$ cat src/rtl/mem_access_unit_pkg.sv
// Shared definitions for the load/store unit: op encodings, FSM states and
// lane-width helper, also intended for the future fetch path.
package memacc_pkg;

    localparam logic [2:0] OP_NOP = 3'd0;
    localparam logic [2:0] OP_LW  = 3'd1;
    localparam logic [2:0] OP_LBU = 3'd2;
    localparam logic [2:0] OP_LBS = 3'd3;
    localparam logic [2:0] OP_SW  = 3'd4;
    localparam logic [2:0] OP_SB  = 3'd5;

    typedef enum logic [1:0] {
        ST_IDLE,
        ST_ACCESS,
        ST_RESP
    } state_t;

    function automatic int lane_w(input int data_w);
        return $clog2(data_w / 8);
    endfunction

    // Encodings 6 and 7 are reserved and behave like NOP.
    function automatic logic is_mem_op(input logic [2:0] op);
        return (op != OP_NOP) && (op <= OP_SB);
    endfunction

    function automatic logic is_word_op(input logic [2:0] op);
        return (op == OP_LW) || (op == OP_SW);
    endfunction

    function automatic logic is_store_op(input logic [2:0] op);
        return (op == OP_SW) || (op == OP_SB);
    endfunction

endpackage

$ cat src/rtl/mem_access_unit_if.sv
// Request, memory-port and response bundle of the load/store unit.
// slave is the unit itself; master is the surrounding execute stage plus memory.
interface mem_access_unit_if #(
    parameter int DATA_W = 16,
    parameter int ADDR_W = 8
);
    logic                  req_valid;
    logic                  req_ready;
    logic [2:0]            req_op;
    logic [ADDR_W-1:0]     req_addr;
    logic [DATA_W-1:0]     req_wdata;

    logic                  mem_en;
    logic                  mem_we;
    logic [ADDR_W-1:0]     mem_addr;
    logic [DATA_W/8-1:0]   mem_be;
    logic [DATA_W-1:0]     mem_wdata;
    logic [DATA_W-1:0]     mem_rdata;
    logic                  mem_ack;

    logic                  rsp_valid;
    logic [DATA_W-1:0]     rsp_data;
    logic                  rsp_err;
    logic                  stall;

    modport master (
        output req_valid, req_op, req_addr, req_wdata, mem_rdata, mem_ack,
        input  req_ready, mem_en, mem_we, mem_addr, mem_be, mem_wdata,
               rsp_valid, rsp_data, rsp_err, stall
    );

    modport slave (
        input  req_valid, req_op, req_addr, req_wdata, mem_rdata, mem_ack,
        output req_ready, mem_en, mem_we, mem_addr, mem_be, mem_wdata,
               rsp_valid, rsp_data, rsp_err, stall
    );

endinterface

$ cat src/rtl/mem_access_unit_byte_lane_extract.sv
// Picks one little-endian byte lane out of a memory word and zero- or
// sign-extends it back to the full word width.
module byte_lane_extract
    import memacc_pkg::*;
#(
    parameter int DATA_W = 16
) (
    input  logic [DATA_W-1:0]         rdata,
    input  logic [lane_w(DATA_W)-1:0] lane,
    input  logic                      sign_ext,
    output logic [DATA_W-1:0]         dout
);

    logic [7:0] lane_byte;

    assign lane_byte = rdata[{lane, 3'b000} +: 8];
    assign dout      = {{(DATA_W - 8){sign_ext & lane_byte[7]}}, lane_byte};

endmodule

$ cat src/rtl/mem_access_unit.sv
// Multi-cycle load/store unit: one request at a time, handshaked memory port
// with timeout, single-cycle response pulse and a stall while busy.
module mem_access_unit
    import memacc_pkg::*;
#(
    parameter int DATA_W  = 16,
    parameter int ADDR_W  = 8,
    parameter int TIMEOUT = 15
) (
    input  logic CLOCK,
    input  logic CLEAR,
    mem_access_unit_if.slave bus
);

    localparam int NB     = DATA_W / 8;
    localparam int LANE_W = lane_w(DATA_W);
    localparam int CNT_W  = $clog2(TIMEOUT + 1);

    state_t              state_q, state_d;
    logic [CNT_W-1:0]    cnt_q, cnt_d;
    logic [2:0]          op_q, op_d;
    logic [LANE_W-1:0]   lane_q, lane_d;
    logic                mem_en_q, mem_en_d;
    logic                mem_we_q, mem_we_d;
    logic [ADDR_W-1:0]   mem_addr_q, mem_addr_d;
    logic [NB-1:0]       mem_be_q, mem_be_d;
    logic [DATA_W-1:0]   mem_wdata_q, mem_wdata_d;
    logic                rsp_valid_q, rsp_valid_d;
    logic [DATA_W-1:0]   rsp_data_q, rsp_data_d;
    logic                rsp_err_q, rsp_err_d;

    logic [LANE_W-1:0]   req_lane;
    logic [DATA_W-1:0]   lane_ext;
    logic [DATA_W-1:0]   load_data;
    logic                leave_access;

    assign req_lane = bus.req_addr[LANE_W-1:0];

    byte_lane_extract #(.DATA_W(DATA_W)) u_extract (
        .rdata    (bus.mem_rdata),
        .lane     (lane_q),
        .sign_ext (op_q == OP_LBS),
        .dout     (lane_ext)
    );

    always_comb begin
        load_data = '0;
        case (op_q)
            OP_LW:          load_data = bus.mem_rdata;
            OP_LBU, OP_LBS: load_data = lane_ext;
            default:        load_data = '0;
        endcase
    end

    always_comb begin
        state_d      = state_q;
        cnt_d        = cnt_q;
        op_d         = op_q;
        lane_d       = lane_q;
        mem_en_d     = mem_en_q;
        mem_we_d     = mem_we_q;
        mem_addr_d   = mem_addr_q;
        mem_be_d     = mem_be_q;
        mem_wdata_d  = mem_wdata_q;
        rsp_valid_d  = 1'b0;
        rsp_data_d   = '0;
        rsp_err_d    = 1'b0;
        leave_access = 1'b0;

        case (state_q)
            ST_IDLE: begin
                if (bus.req_valid && is_mem_op(bus.req_op)) begin
                    op_d   = bus.req_op;
                    lane_d = req_lane;
                    cnt_d  = '0;
                    if (is_word_op(bus.req_op) && (req_lane != '0)) begin
                        // Misaligned word access never touches memory.
                        state_d     = ST_RESP;
                        rsp_valid_d = 1'b1;
                        rsp_err_d   = 1'b1;
                    end else begin
                        state_d     = ST_ACCESS;
                        mem_en_d    = 1'b1;
                        mem_we_d    = is_store_op(bus.req_op);
                        mem_addr_d  = {bus.req_addr[ADDR_W-1:LANE_W], {LANE_W{1'b0}}};
                        mem_be_d    = is_word_op(bus.req_op) ? {NB{1'b1}} : NB'(1) << req_lane;
                        mem_wdata_d = (bus.req_op == OP_SB) ? {NB{bus.req_wdata[7:0]}}
                                                            : bus.req_wdata;
                    end
                end
            end
            ST_ACCESS: begin
                // An ack in the final allowed cycle beats the timeout.
                if (bus.mem_ack) begin
                    state_d      = ST_RESP;
                    rsp_valid_d  = 1'b1;
                    rsp_data_d   = load_data;
                    leave_access = 1'b1;
                end else if (cnt_q == CNT_W'(TIMEOUT - 1)) begin
                    state_d      = ST_RESP;
                    rsp_valid_d  = 1'b1;
                    rsp_err_d    = 1'b1;
                    leave_access = 1'b1;
                end else begin
                    cnt_d = cnt_q + 1'b1;
                end
            end
            ST_RESP: state_d = ST_IDLE;
            default: state_d = ST_IDLE;
        endcase

        if (leave_access) begin
            mem_en_d    = 1'b0;
            mem_we_d    = 1'b0;
            mem_addr_d  = '0;
            mem_be_d    = '0;
            mem_wdata_d = '0;
        end
    end

    always_ff @(posedge CLOCK or posedge CLEAR) begin
        if (CLEAR) begin
            state_q     <= ST_IDLE;
            cnt_q       <= '0;
            op_q        <= OP_NOP;
            lane_q      <= '0;
            mem_en_q    <= 1'b0;
            mem_we_q    <= 1'b0;
            mem_addr_q  <= '0;
            mem_be_q    <= '0;
            mem_wdata_q <= '0;
            rsp_valid_q <= 1'b0;
            rsp_data_q  <= '0;
            rsp_err_q   <= 1'b0;
        end else begin
            state_q     <= state_d;
            cnt_q       <= cnt_d;
            op_q        <= op_d;
            lane_q      <= lane_d;
            mem_en_q    <= mem_en_d;
            mem_we_q    <= mem_we_d;
            mem_addr_q  <= mem_addr_d;
            mem_be_q    <= mem_be_d;
            mem_wdata_q <= mem_wdata_d;
            rsp_valid_q <= rsp_valid_d;
            rsp_data_q  <= rsp_data_d;
            rsp_err_q   <= rsp_err_d;
        end
    end

    assign bus.req_ready = (state_q == ST_IDLE) && !CLEAR;
    assign bus.stall     = (state_q != ST_IDLE);
    assign bus.mem_en    = mem_en_q;
    assign bus.mem_we    = mem_we_q;
    assign bus.mem_addr  = mem_addr_q;
    assign bus.mem_be    = mem_be_q;
    assign bus.mem_wdata = mem_wdata_q;
    assign bus.rsp_valid = rsp_valid_q;
    assign bus.rsp_data  = rsp_data_q;
    assign bus.rsp_err   = rsp_err_q;

endmodule

$ cat src/flat_wrapper.sv
// flat-port wrapper written by rule: the top's interface ports become plain ports
module mem_access_unit_flat import memacc_pkg::*;
#(
    parameter int DATA_W  = 16,
    parameter int ADDR_W  = 8,
    parameter int TIMEOUT = 15
)
  (CLOCK, CLEAR, bus_req_valid, bus_req_op, bus_req_addr, bus_req_wdata, bus_mem_rdata, bus_mem_ack, bus_req_ready, bus_mem_en, bus_mem_we, bus_mem_addr, bus_mem_be, bus_mem_wdata, bus_rsp_valid, bus_rsp_data, bus_rsp_err, bus_stall);
  mem_access_unit_if #(.DATA_W(DATA_W), .ADDR_W(ADDR_W)) bus_i ();
  input  logic CLOCK;
  input  logic CLEAR;
  input wire logic [$bits(bus_i.req_valid)-1:0] bus_req_valid;
  input wire logic [$bits(bus_i.req_op)-1:0] bus_req_op;
  input wire logic [$bits(bus_i.req_addr)-1:0] bus_req_addr;
  input wire logic [$bits(bus_i.req_wdata)-1:0] bus_req_wdata;
  input wire logic [$bits(bus_i.mem_rdata)-1:0] bus_mem_rdata;
  input wire logic [$bits(bus_i.mem_ack)-1:0] bus_mem_ack;
  output wire logic [$bits(bus_i.req_ready)-1:0] bus_req_ready;
  output wire logic [$bits(bus_i.mem_en)-1:0] bus_mem_en;
  output wire logic [$bits(bus_i.mem_we)-1:0] bus_mem_we;
  output wire logic [$bits(bus_i.mem_addr)-1:0] bus_mem_addr;
  output wire logic [$bits(bus_i.mem_be)-1:0] bus_mem_be;
  output wire logic [$bits(bus_i.mem_wdata)-1:0] bus_mem_wdata;
  output wire logic [$bits(bus_i.rsp_valid)-1:0] bus_rsp_valid;
  output wire logic [$bits(bus_i.rsp_data)-1:0] bus_rsp_data;
  output wire logic [$bits(bus_i.rsp_err)-1:0] bus_rsp_err;
  output wire logic [$bits(bus_i.stall)-1:0] bus_stall;
  assign bus_i.req_valid = bus_req_valid;
  assign bus_i.req_op = bus_req_op;
  assign bus_i.req_addr = bus_req_addr;
  assign bus_i.req_wdata = bus_req_wdata;
  assign bus_i.mem_rdata = bus_mem_rdata;
  assign bus_i.mem_ack = bus_mem_ack;
  assign bus_req_ready = bus_i.req_ready;
  assign bus_mem_en = bus_i.mem_en;
  assign bus_mem_we = bus_i.mem_we;
  assign bus_mem_addr = bus_i.mem_addr;
  assign bus_mem_be = bus_i.mem_be;
  assign bus_mem_wdata = bus_i.mem_wdata;
  assign bus_rsp_valid = bus_i.rsp_valid;
  assign bus_rsp_data = bus_i.rsp_data;
  assign bus_rsp_err = bus_i.rsp_err;
  assign bus_stall = bus_i.stall;
  mem_access_unit #(.DATA_W(DATA_W), .ADDR_W(ADDR_W), .TIMEOUT(TIMEOUT)) u_core (.CLOCK(CLOCK), .CLEAR(CLEAR), .bus(bus_i));
endmodule
$ cat config.mk
export PLATFORM = sky130hd
export DESIGN_NAME = mem_access_unit_flat
export DESIGN_NICKNAME = d
export VERILOG_FILES = /design/src/rtl/mem_access_unit_pkg.sv /design/src/rtl/mem_access_unit_if.sv /design/src/rtl/mem_access_unit_byte_lane_extract.sv /design/src/rtl/mem_access_unit.sv /design/src/flat_wrapper.sv
export SDC_FILE = /design/constraint.sdc
export NUM_CORES = 1
export LEC_CHECK = 0
export ABC_AREA = 1
export CAP_MARGIN = 20
export CORE_ASPECT_RATIO = 0.5
export CORE_UTILIZATION = 30
export CTS_CLUSTER_DIAMETER = 60
export DETAILED_ROUTE_END_ITERATION = 8
export PLACE_DENSITY_LB_ADDON = 0.25
export RECOVER_POWER = 25
export SLEW_MARGIN = 20
export SYNTH_ARGS = -nofsm -noshare
export SYNTH_HDL_FRONTEND = slang
export SYNTH_SLANG_ARGS = --single-unit
$ cat constraint.sdc
create_clock -name CLOCK -period 2.5 [get_ports CLOCK]
set_input_delay 0.25 -clock CLOCK [delete_from_list [all_inputs] [get_ports CLOCK]]
set_output_delay 0.25 -clock CLOCK [all_outputs]
set_load 0.02 [all_outputs]
## Yosys cells after proc, flatten, opt, wreduce, memory -nomap -nowiden

Cells that the tools add are included.

| word-level totals | value |
|---|---|
| flip-flop bits (word level) | 56 |
| input bits | 47 |
| output and inout port bits | 48 |
| logic and storage cells | 90 |

| cells by class | value |
|---|---|
| $add $sub $neg | 1 |
| $lt $le $gt $ge | 1 |
| equality and inequality tests | 13 |
| shift operators | 2 |
| mux-type cells | 42 |
| bitwise operators | 1 |
| reductions and logical operators | 18 |

Operator list:

| kind | count |
|---|---|
| 16-bit two-way mux | 7 |
| 8-bit two-way mux | 4 |
| 16-bit case mux with 2 select lines | 1 |
| 2-bit two-way mux | 9 |
| 16-bit by 5-bit indexed part select with 8-bit output | 1 |
| 1-bit two-way mux | 14 |
| 4-bit two-way mux | 3 |
| 4-bit case mux with 2 select lines | 1 |
| 2-bit nonzero test | 4 |
| 3-bit by 1-bit equality test with 1-bit output (second input constant) | 2 |
| 3-bit by 2-bit equality test with 1-bit output (second input constant) | 2 |
| 3-bit equality test (second input constant) | 2 |
| 4-bit by 1-bit adder with 4-bit output (second input constant) | 1 |
| 4-bit equality test (second input constant) | 1 |
| 1-bit logical AND | 4 |
| 2-bit by 1-bit != test with 1-bit output (second input constant) | 2 |
| 2-bit != test (second input constant) | 2 |
| 1-bit case mux with 2 select lines | 2 |
| 2-bit case mux with 2 select lines | 1 |
| 2-bit AND reduction | 2 |
| 4-bit AND reduction | 1 |
| 3-bit less-or-equal comparator (second input constant) | 1 |
| 3-bit by 2-bit != test with 1-bit output (second input constant) | 1 |
| 3-bit AND reduction | 1 |
| other kinds (8) | 9 |

## Depth between registers and ports, before layout

Gate-level depths: netlist of run 1.

| depth | value |
|---|---|
| depth in word-level cells | 7 |
| depth in mapped cells | 9 |
| gate-level depth less buffers | 8 |

## Modules after synthesis

Synthesis of run 1 repeated with hierarchy kept, for this count alone.

| unflattened totals | value |
|---|---|
| cell total of the unflattened synthesis | 318 |
| area, all modules | 2,703.8 µm² |

By module, submodules not included:

| module | times used | cells each | area each (µm²) |
|---|---|---|---|
| mem_access_unit | 1 | 280 | 2,512.4 |
| byte_lane_extract | 1 | 38 | 191.4 |

## Worst setup path after synthesis of run 1

No wires, ideal clock.

| timing path | value |
|---|---|
| path type | reg-to-reg |
| from | reg u_core.state_q[0] |
| to | reg u_core.mem_wdata_q[11] (netlist: u_core.bus.mem_wdata[11]) |
| setup time | 118 ps |
| arrival time | 1,288 ps |
| required time | 2,382 ps |
| slack | 1,094 ps |
| cell stages (with the launch flop) | 9 |
| buffers on the path | 2 |
| clock period less this slack | 1,406 ps |
| cells stage by stage | dfrtp_1 nor2_2 inv_1 nor2_8 nand2_2 buf_6 buf_8 nand3_1 nand2_1 |

| between the ends | value |
|---|---|
| word-level cells in the longest chain between the ends | 4 |
| elaborated cells between the ends (all ways) | 8 |
| those cells by class | eq/ne: 2; mux: 2; reduce/logical: 4 |

Ends and longest elaborated chain:

| what | line | text |
|---|---|---|
| start, declared | mem_access_unit.sv:19 | `state_t state_q, state_d;` |
| start signal, assigned | mem_access_unit.sv:136 | `state_q <= state_d;` |
| 2-bit by 1-bit equality test with 1-bit output | mem_access_unit.sv:70 | `case (state_q)` |
| 1-bit two-way mux | mem_access_unit.sv:70 |  |
| 2-bit by 1-bit != test with 1-bit output (no source line) or 2-bit nonzero test (tied branches) | - |  |
| 3-bit AND reduction (no source line) | - |  |
| end signal, assigned | mem_access_unit.sv:144 | `mem_wdata_q <= mem_wdata_d;` |
| end, declared | mem_access_unit.sv:27 | `logic [DATA_W-1:0] mem_wdata_q, mem_wdata_d;` |

Several ways; a longest one is shown, not always the timed one.
A chain may end at the register's enable or synchronous reset.

## Worst setup path in the final report of run 1

| timing path | value |
|---|---|
| from | reg u_core.state_q[0] |
| to | out bus_req_ready |

| between the ends | value |
|---|---|
| word-level cells in the longest chain between the ends | 2 |

Ends and longest elaborated chain:

| what | line | text |
|---|---|---|
| 2-bit logical NOT | mem_access_unit.sv:151 | `assign bus.req_ready = (state_q == ST_IDLE) && !CLEAR;` |
| 1-bit logical AND | mem_access_unit.sv:151 |  |
| end, declared | flat_wrapper.sv:18 | `output wire logic [$bits(bus_i.req_ready)-1:0] bus_req_ready;` |

Every way passes these cells.

==> results by group, run 1 <==
Setup path
  • Crit path largest cell delay: ~0.6 ns
  • Startpoint type of the worst setup path: flop
  • CP Max Fanout: 3
  • Crit path from: u_core.state_q[0]
  • FF-to-FF Start: u_core.state_q[0]
  • Arrival time worst endpoint: 1.73 ns
  • R2r worst-path depth: 6
  • Critical Path Sink Type: output port
  • Worst r2r dst: u_core.bus.mem_wdata[5]
  • Path type of the worst setup path: flop to output port
  • Crit path required time: between 2 and 2.5 ns
  • Crit-path cells: nor2_2, inv_1, nor2_1, clkdlybuf4s50_1
  • Worst R2R Setup Slack: 0.84 ns
  • Slowest CP cell: clkdlybuf4s50_1

Status
  • Status: finished, final reports clean

Power and ir drop
  • Sequential power share: 0.387
  • Overall power: about 3.1 mW
  • Clock power share: 0.256
  • Pwr dens: 836.1 mW/mm^2
  • Sw frac: 0.3361
  • Switch Pwr: 1.049 mW
  • Internal Pwr Total: a little over 2 mW
  • Static Leak: 1.787 nW
  • Logic gate share of total power: 0.357
  • Max IR drop VDD: 340.8 uV

Placed design
  • Buffers on Ports: 93
  • Final HPWL DP: 4775 microns
  • GP Congestion: 0.7520

Run
  • Max Cap Viol: 0

Floorplanning
  • Die W: 132.3 microns
  • IO Count: 95
  • Die area: 0.008887 sq mm
  • Std-Cell Rows: 23
  • Die Y: approximately 67 microns
  • Initial core utilization: 0.3139
  • Core area: 0.008115 sq mm

Synth
  • Syn_area_per_cell: 8.635 sq um
  • Syn Std Cell Area: 0.002547 sq mm
  • Synth top area share: 0.5403
  • Synthesis warning total: 0
  • Synth area leaders: dfrtp_1 (54%), nand2_1 (18%), nand3_1 (6.1%)
  • Yosys reg bits: 55
  • Post-Syn Instances: 295
  • Leading area contributor after synthesis: dfrtp_1
  • Cell variety after synth: 26
  • Post-synth net total: approximately 340
  • Sequential area share after synthesis: 0.5403

STA
  • Crit share post-route: 0.7902
  • Worst-Margin Slew: 1.343 ns
  • Final setup viols: 0
  • Crit path time final: 1.975 ns
  • Skew final: just under 0.004 ns
  • Relative slew slack: 0.1048
  • Max Slew Vio Count: 0
  • Final hold vios: 0
  • Peak Freq: 506.2 MHz
  • Setup TNS Final: 0 ns
  • RSZ-0062 raised after global routing: no

Clock network
  • Clk slew on worst S/H paths: approximately 0.070 ns
  • CTS Root Cell: clkbuf_16
  • CTS sink count: 55
  • Htree depth: 2
  • CTS Hold Bufs: 0
  • Skew-Pair Late Insertion Delay: 0.29 ns
  • Longest Clk Path Bufs: 2
  • CTS tree: done
  • Post-CTS setup buffer count: 0
  • CTS resizes: 0
  • TritonCTS Buffers: 5

Drt
  • Avg WL per Cell: approximately 13 microns
  • Initial DRC Count: 150
  • Drt via density: about 4.5
  • Final ANT Viol Nets: 0
  • Via count: 2255
  • Total Wirelength: 6379 microns
  • Drt drc: 0
  • Initial DRT Pass Iterations: 4

Global route
  • Vias in the first global route: 2275
  • Largest net degree at the start of global routing: 56
  • Initial antenna violation count: 0
  • Gr usage total: 0.1477
  • Grt total ovfl: 0
  • First-pass GRT wire length: around 10000 microns

Cells and area
  • Layout Nets: roughly 440
  • Antenna cells: 0
  • Post-layout util: 0.4601
  • Share of cells above drive strength 1: 0.09487
  • Area growth syn-to-layout: 46.56%

Worst hold path
  • Hold Crit Class: input port to flop
  • Hold Path Origin: bus_req_addr[7]
  • Hold path endpoint: u_core.bus.mem_addr[7]
  • Hold path depth: 3
layer usage:
layer | wire length, microns | GRT usage | up-vias
li1 | - | - | 1122
met1 | 2784 | 0.1667 | 1065
met2 | 3199 | 0.2776 | 57
met3 | 289 | 0.03829 | 11
met4 | 106 | 0.05316 | 0
met5 | 0 | 0 | -
worst max-delay path: cells and delay by family, from the launching register on:
kind | cells | cell delay, ns
buffers and inverters | 2 | 0.75
DFF | 1 | 0.39
and+or+nand+nor | 2 | 0.28
placed cells by master, fill, tap and decap left out, drive strengths merged, types with 3 or more instances in the layout:
master         count
a21oi             18
buf                3
clkbuf             7
clkdlybuf4s50     92
clkinv             3
dfrtp             55
inv               17
nand2            122
nand3             41
nor2              17
o21ai              6
worst max-delay path by stage:
stage | to | slack (ns) | depth (start not counted)
after CTS | bus_req_ready | 0.50 | 4
after global placement | u_core.bus.mem_wdata[11] | 0.56 | 8
after detailed placement | u_core.bus.mem_wdata[10] | 0.50 | 8
after floorplan | u_core.bus.mem_addr[1] | 0.91 | 1
final | bus_req_ready | 0.52 | 4
after global routing | bus_req_ready | 0.43 | 4
cell usage after synthesis:
library cell,count
nand2_1,119
dfrtp_1,55
nand3_1,31
a21oi_1,17
inv_1,16
nand3_2,10
nor2_1,10
nor2_2,5
buf_6,4
o21ai_0,4
nand2_2,3
buf_2,2
buf_4,2
ha_1,2
inv_2,2
o21ai_1,2
xor2_1,2
a21oi_2,1
buf_8,1
clkbuf_1,1
clkinv_1,1
conb_1,1
nand4_2,1
nor2_4,1
nor2_8,1
o21a_1,1
power by group through the flow:
stage	registers, mW	logic (mW)	clock network (mW)
floorplan	1.40	0.438	0
global placement	1.22	1.10	0
detailed placement	1.23	1.13	0
CTS	1.21	1.13	0.829
global route	1.23	1.22	0.860
finish	1.21	1.11	0.800
layout make-up:
type,count,area [sq um]
Timing Repair Buffer,97,958.4
Clock buffer,6,138.9
Inverter,19,71.32
Clock inverter,2,35.03
Fill cell,793,4382
Sequential cell,55,1376
Multi-Input combinational cell,211,1013
Tap cell,112,140.1
state kept, by name, summed over array words and instances (netlist names):
signal / flops
u_core.bus.mem_wdata: 16
u_core.bus.rsp_data: 16
u_core.bus.mem_addr: 7
u_core.cnt_q: 4
u_core.op_q: 3
u_core.bus.mem_be: 2
u_core.state_q: 2
u_core.bus.mem_en: 1
u_core.bus.mem_we: 1
u_core.bus.rsp_err: 1
u_core.bus.rsp_valid: 1
u_core.lane_q: 1
metrics by stage:
step	area, sq um	hold WS (ns)	cells	setup WS [ns]
floorplan	2547	0.3668	295	0.9071
global placement	3562	0.4842	494	0.5567
detailed placement	3562	0.4913	494	0.4989
CTS	3736	0.4946	502	0.5032
global route	3734	0.5179	502	0.4298
finish	3734	0.4983	502	0.5246
kinds of logic after synthesis:
logic type               after synthesis  share of synthesized area
XOR/XNOR                               2                   0.006877
buffers and inverters                 29                    0.06286
AND/OR/NAND/NOR                      181                     0.3271
other                                  1                   0.001472
adder cells (fa/ha/maj)                2                   0.009822
AO/OA/AOI/OAI                         25                    0.05157
flip-flops                            55                     0.5403
Power figures use the tool's default switching activity.
==> inputs of run 2 (changes only) <==
==> constraint.sdc (replaced) <==
create_clock -name CLOCK -period 1.65 [get_ports CLOCK]
set_input_delay 0.165 -clock CLOCK [delete_from_list [all_inputs] [get_ports CLOCK]]
set_output_delay 0.165 -clock CLOCK [all_outputs]
set_load 0.02 [all_outputs]
==> results by group, run 2 (synthesized netlist as in run 1, its figures left out) <==
Placed design
  • GP Congestion: 0.7719 (+2.6%)
  • Pre-CTS WS: 0.007610 ns (-0.4913 ns)
  • Final HPWL DP: 4850 microns (+1.6%)
  • Buffers on Ports: 93 (unchanged)
  • Post-DP Area: 0.003657 sq mm (+2.7%)

Run
  • Max Cap Viol: 0 (unchanged)

Worst hold path
  • Hold Crit Class: input port to flop
  • Hold path depth: 3 (unchanged)
  • Hold path endpoint: u_core.bus.mem_addr[6]
  • Hold Path Origin: bus_req_addr[6]

Clock network
  • CTS tree: done
  • CTS Root Cell: clkbuf_16
  • Skew-Pair Late Insertion Delay: 0.30 ns (about the same)
  • TritonCTS Buffers: 5 (unchanged)
  • CTS sink count: 55 (unchanged)
  • Longest Clk Path Bufs: 2 (unchanged)
  • Htree depth: 2 (unchanged)
  • Post-CTS setup buffer count: 0 (unchanged)
  • Clk slew on worst S/H paths: 0.07 ns (about the same)
  • CTS Hold Bufs: 0 (unchanged)

Setup path
  • Crit path required time: 1.48 ns (-0.77 ns)
  • Critical Path Sink Type: output port
  • Slowest CP cell: dfrtp_1
  • Arrival time worst endpoint: 1.38 ns (-0.35 ns)
  • Startpoint type of the worst setup path: flop
  • Path type of the worst setup path: flop to output port
  • R2r worst-path depth: 8 (+2)
  • FF-to-FF Start: u_core.cnt_q[0]
  • Crit path largest cell delay: 0.40 ns (-0.20 ns)
  • Worst R2R Setup Slack: 0.16 ns (-0.68 ns)
  • Worst r2r dst: u_core.bus.mem_wdata[4]
  • Crit-path cells: nor2_2, inv_1, nor2_1, dlygate4sd2_1
  • CP Max Fanout: 3 (unchanged)

STA
  • Worst-Margin Slew: 0.7318 ns (-0.6109 ns)
  • Peak Freq: 645.8 MHz
  • Setup TNS Final: 0 ns (unchanged)
  • Skew final: 0.004985 ns (+0.001089 ns)
  • Final setup viols: 0 (unchanged)
  • RSZ-0062 raised after global routing: no
  • Max Slew Vio Count: 0 (unchanged)
  • Crit share post-route: 0.9385
  • Relative slew slack: 0.5121 (+0.4073)
  • Final hold vios: 0 (unchanged)
  • Crit path time final: 1.548 ns
  • Post-route setup slack: 0.1015 ns (-0.4231 ns)

Power and ir drop
  • Static Leak: 1.836 nW (+2.7%)
  • Max IR drop VDD: 520.1 uV (+53%)
  • Pwr dens: 1263 mW/mm^2 (+51%)
  • Sequential power share: 0.382 (-0.005)
  • Logic gate share of total power: 0.362 (+0.005)
  • Switch Pwr: 1.623 mW (+55%)
  • Internal Pwr Total: 3.196 mW (+54%)
  • Sw frac: 0.3368 (+0.0007082)
  • Clock power share: 0.256 (about the same)

Cells and area
  • Area of the multi-input gates: 0.001013 sq mm (unchanged)
  • Commonest non-fill, non-tap cell in the layout: nand2_1
  • Layout Nets: 444 (+1.4%)
  • Fin area: 0.003816 sq mm (+2.2%)
  • Area growth syn-to-layout: 49.80%
  • Most frequent cells in the layout: nand2_1 (119), clkdlybuf4s50_1 (90), dfrtp_1 (55), nand3_1 (31), a21oi_1 (17)
  • Seq. cell area: 0.001376 sq mm (unchanged)
  • Share of cells above drive strength 1: 0.1086 (+0.01371)
  • Antenna cells: 0 (unchanged)
  • Fill cells: 770 (-2.9%)

Drt
  • Drt via density: 4.486 (-0.13%)
  • Initial DRC Count: 128 (-15%)
  • Via count: 2279 (+1.1%)
  • Avg WL per Cell: 12.66 microns (-0.39%)
  • Drt drc: 0 (unchanged)
  • Total Wirelength: 6430 microns (+0.80%)
  • Initial DRT Pass Iterations: 4 (unchanged)
  • Final ANT Viol Nets: 0 (unchanged)

Global route
  • Initial antenna violation count: 0 (unchanged)
  • Gr usage total: 0.1483 (+0.0006323)
  • First-pass GRT wire length: 10340 microns (+0.74%)
  • Largest net degree at the start of global routing: 56 (unchanged)
  • Vias in the first global route: 2276 (+0.044%)
  • Grt total ovfl: 0 (unchanged)

Floorplanning
  • Std-Cell Rows: 23 (unchanged)
  • IO Count: 95 (unchanged)
  • Core area: 0.008115 sq mm (unchanged)
  • Initial core utilization: 0.3139 (unchanged)
  • Die W: 132.3 microns (unchanged)
  • Die area: 0.008887 sq mm (unchanged)
  • Die Y: 67.16 microns (unchanged)

Status
  • Status: finished, final reports clean
-- run 2: cell count changes in the layout (fill, tap and decap cells not counted) --
cell and delta:
buf_12 +3, buf_4 +3, clkdlybuf4s50_1 -2, dlygate4sd2_1 +2
clkbuf_2 -1, clkbuf_4 +1
-- run 2: metal layers --
metal / vias up / global-route usage / routed length [microns]
met2: 64 / 0.2632 / 3198
met1: 1074 / 0.1816 / 2882
met4: 0 / 0.04741 / 72
met5: - / 0 / 0
met3: 8 / 0.03679 / 276
li1: 1133 / - / -
-- run 2: what timing repair did --
item | 4_1_cts | 5_1_grt
gates resized for setup | 2 | 0
setup endpoints to repair | 2 | 0
endpoints found under the hold margin | 0 | 0
-- run 2: layout make-up --
| class | instances | area share |
|---|---|---|
| flip-flops and latches | 55 | 0.3607 |
| multi-input cells | 211 | 0.2656 |
| repair buffers | 103 | 0.2728 |
| clock buffers | 6 | 0.03639 |
| inverters | 19 | 0.01869 |
| well taps | 112 | 0.03672 |
| clock inverters | 2 | 0.009180 |
-- run 2: worst max path at each step --
stage | start | slack, ns | depth (start not counted) | to
floorplan | CLEAR | 0.14 | 1 | u_core.bus.mem_addr[1]
global placement | bus_req_op[1] | 0.07 | 8 | u_core.bus.mem_wdata[7]
detailed placement | bus_req_op[1] | 0.008 | 8 | u_core.bus.mem_wdata[4]
CTS | u_core.state_q[0] | 0.09 | 4 | bus_req_ready
global route | u_core.op_q[2] | 0.008 | 5 | u_core.bus.rsp_data[3]
finish | u_core.state_q[0] | 0.10 | 4 | bus_req_ready
-- run 2: power groups by stage --
stage	clock [mW]	sequential (mW)	combinational, mW
2_1_floorplan	0	2.12	0.663
6_report	1.23	1.84	1.74
4_1_cts	1.26	1.84	1.77
3_3_place_gp	0	1.85	1.74
5_1_grt	1.29	1.87	1.90
3_5_place_dp	0	1.87	1.78
-- run 2: worst max-delay path: cells and delay by family (launching register included) --
kind / cells / cell delay (ns)
buffers and inverters: 2 / 0.43
DFF: 1 / 0.40
and+or+nand+nor: 2 / 0.26
-- run 2: through the flow --
step	util	hold slack (ns)	instances	power [mW]
6_report	0.4702	0.3981	508	4.819
4_1_cts	0.4718	0.2779	508	4.876
3_5_place_dp	0.4507	0.4772	500	3.644
5_1_grt	0.4702	0.4180	508	5.067
2_1_floorplan	-	0.2818	295	2.788
3_3_place_gp	0.4507	0.4846	500	3.597
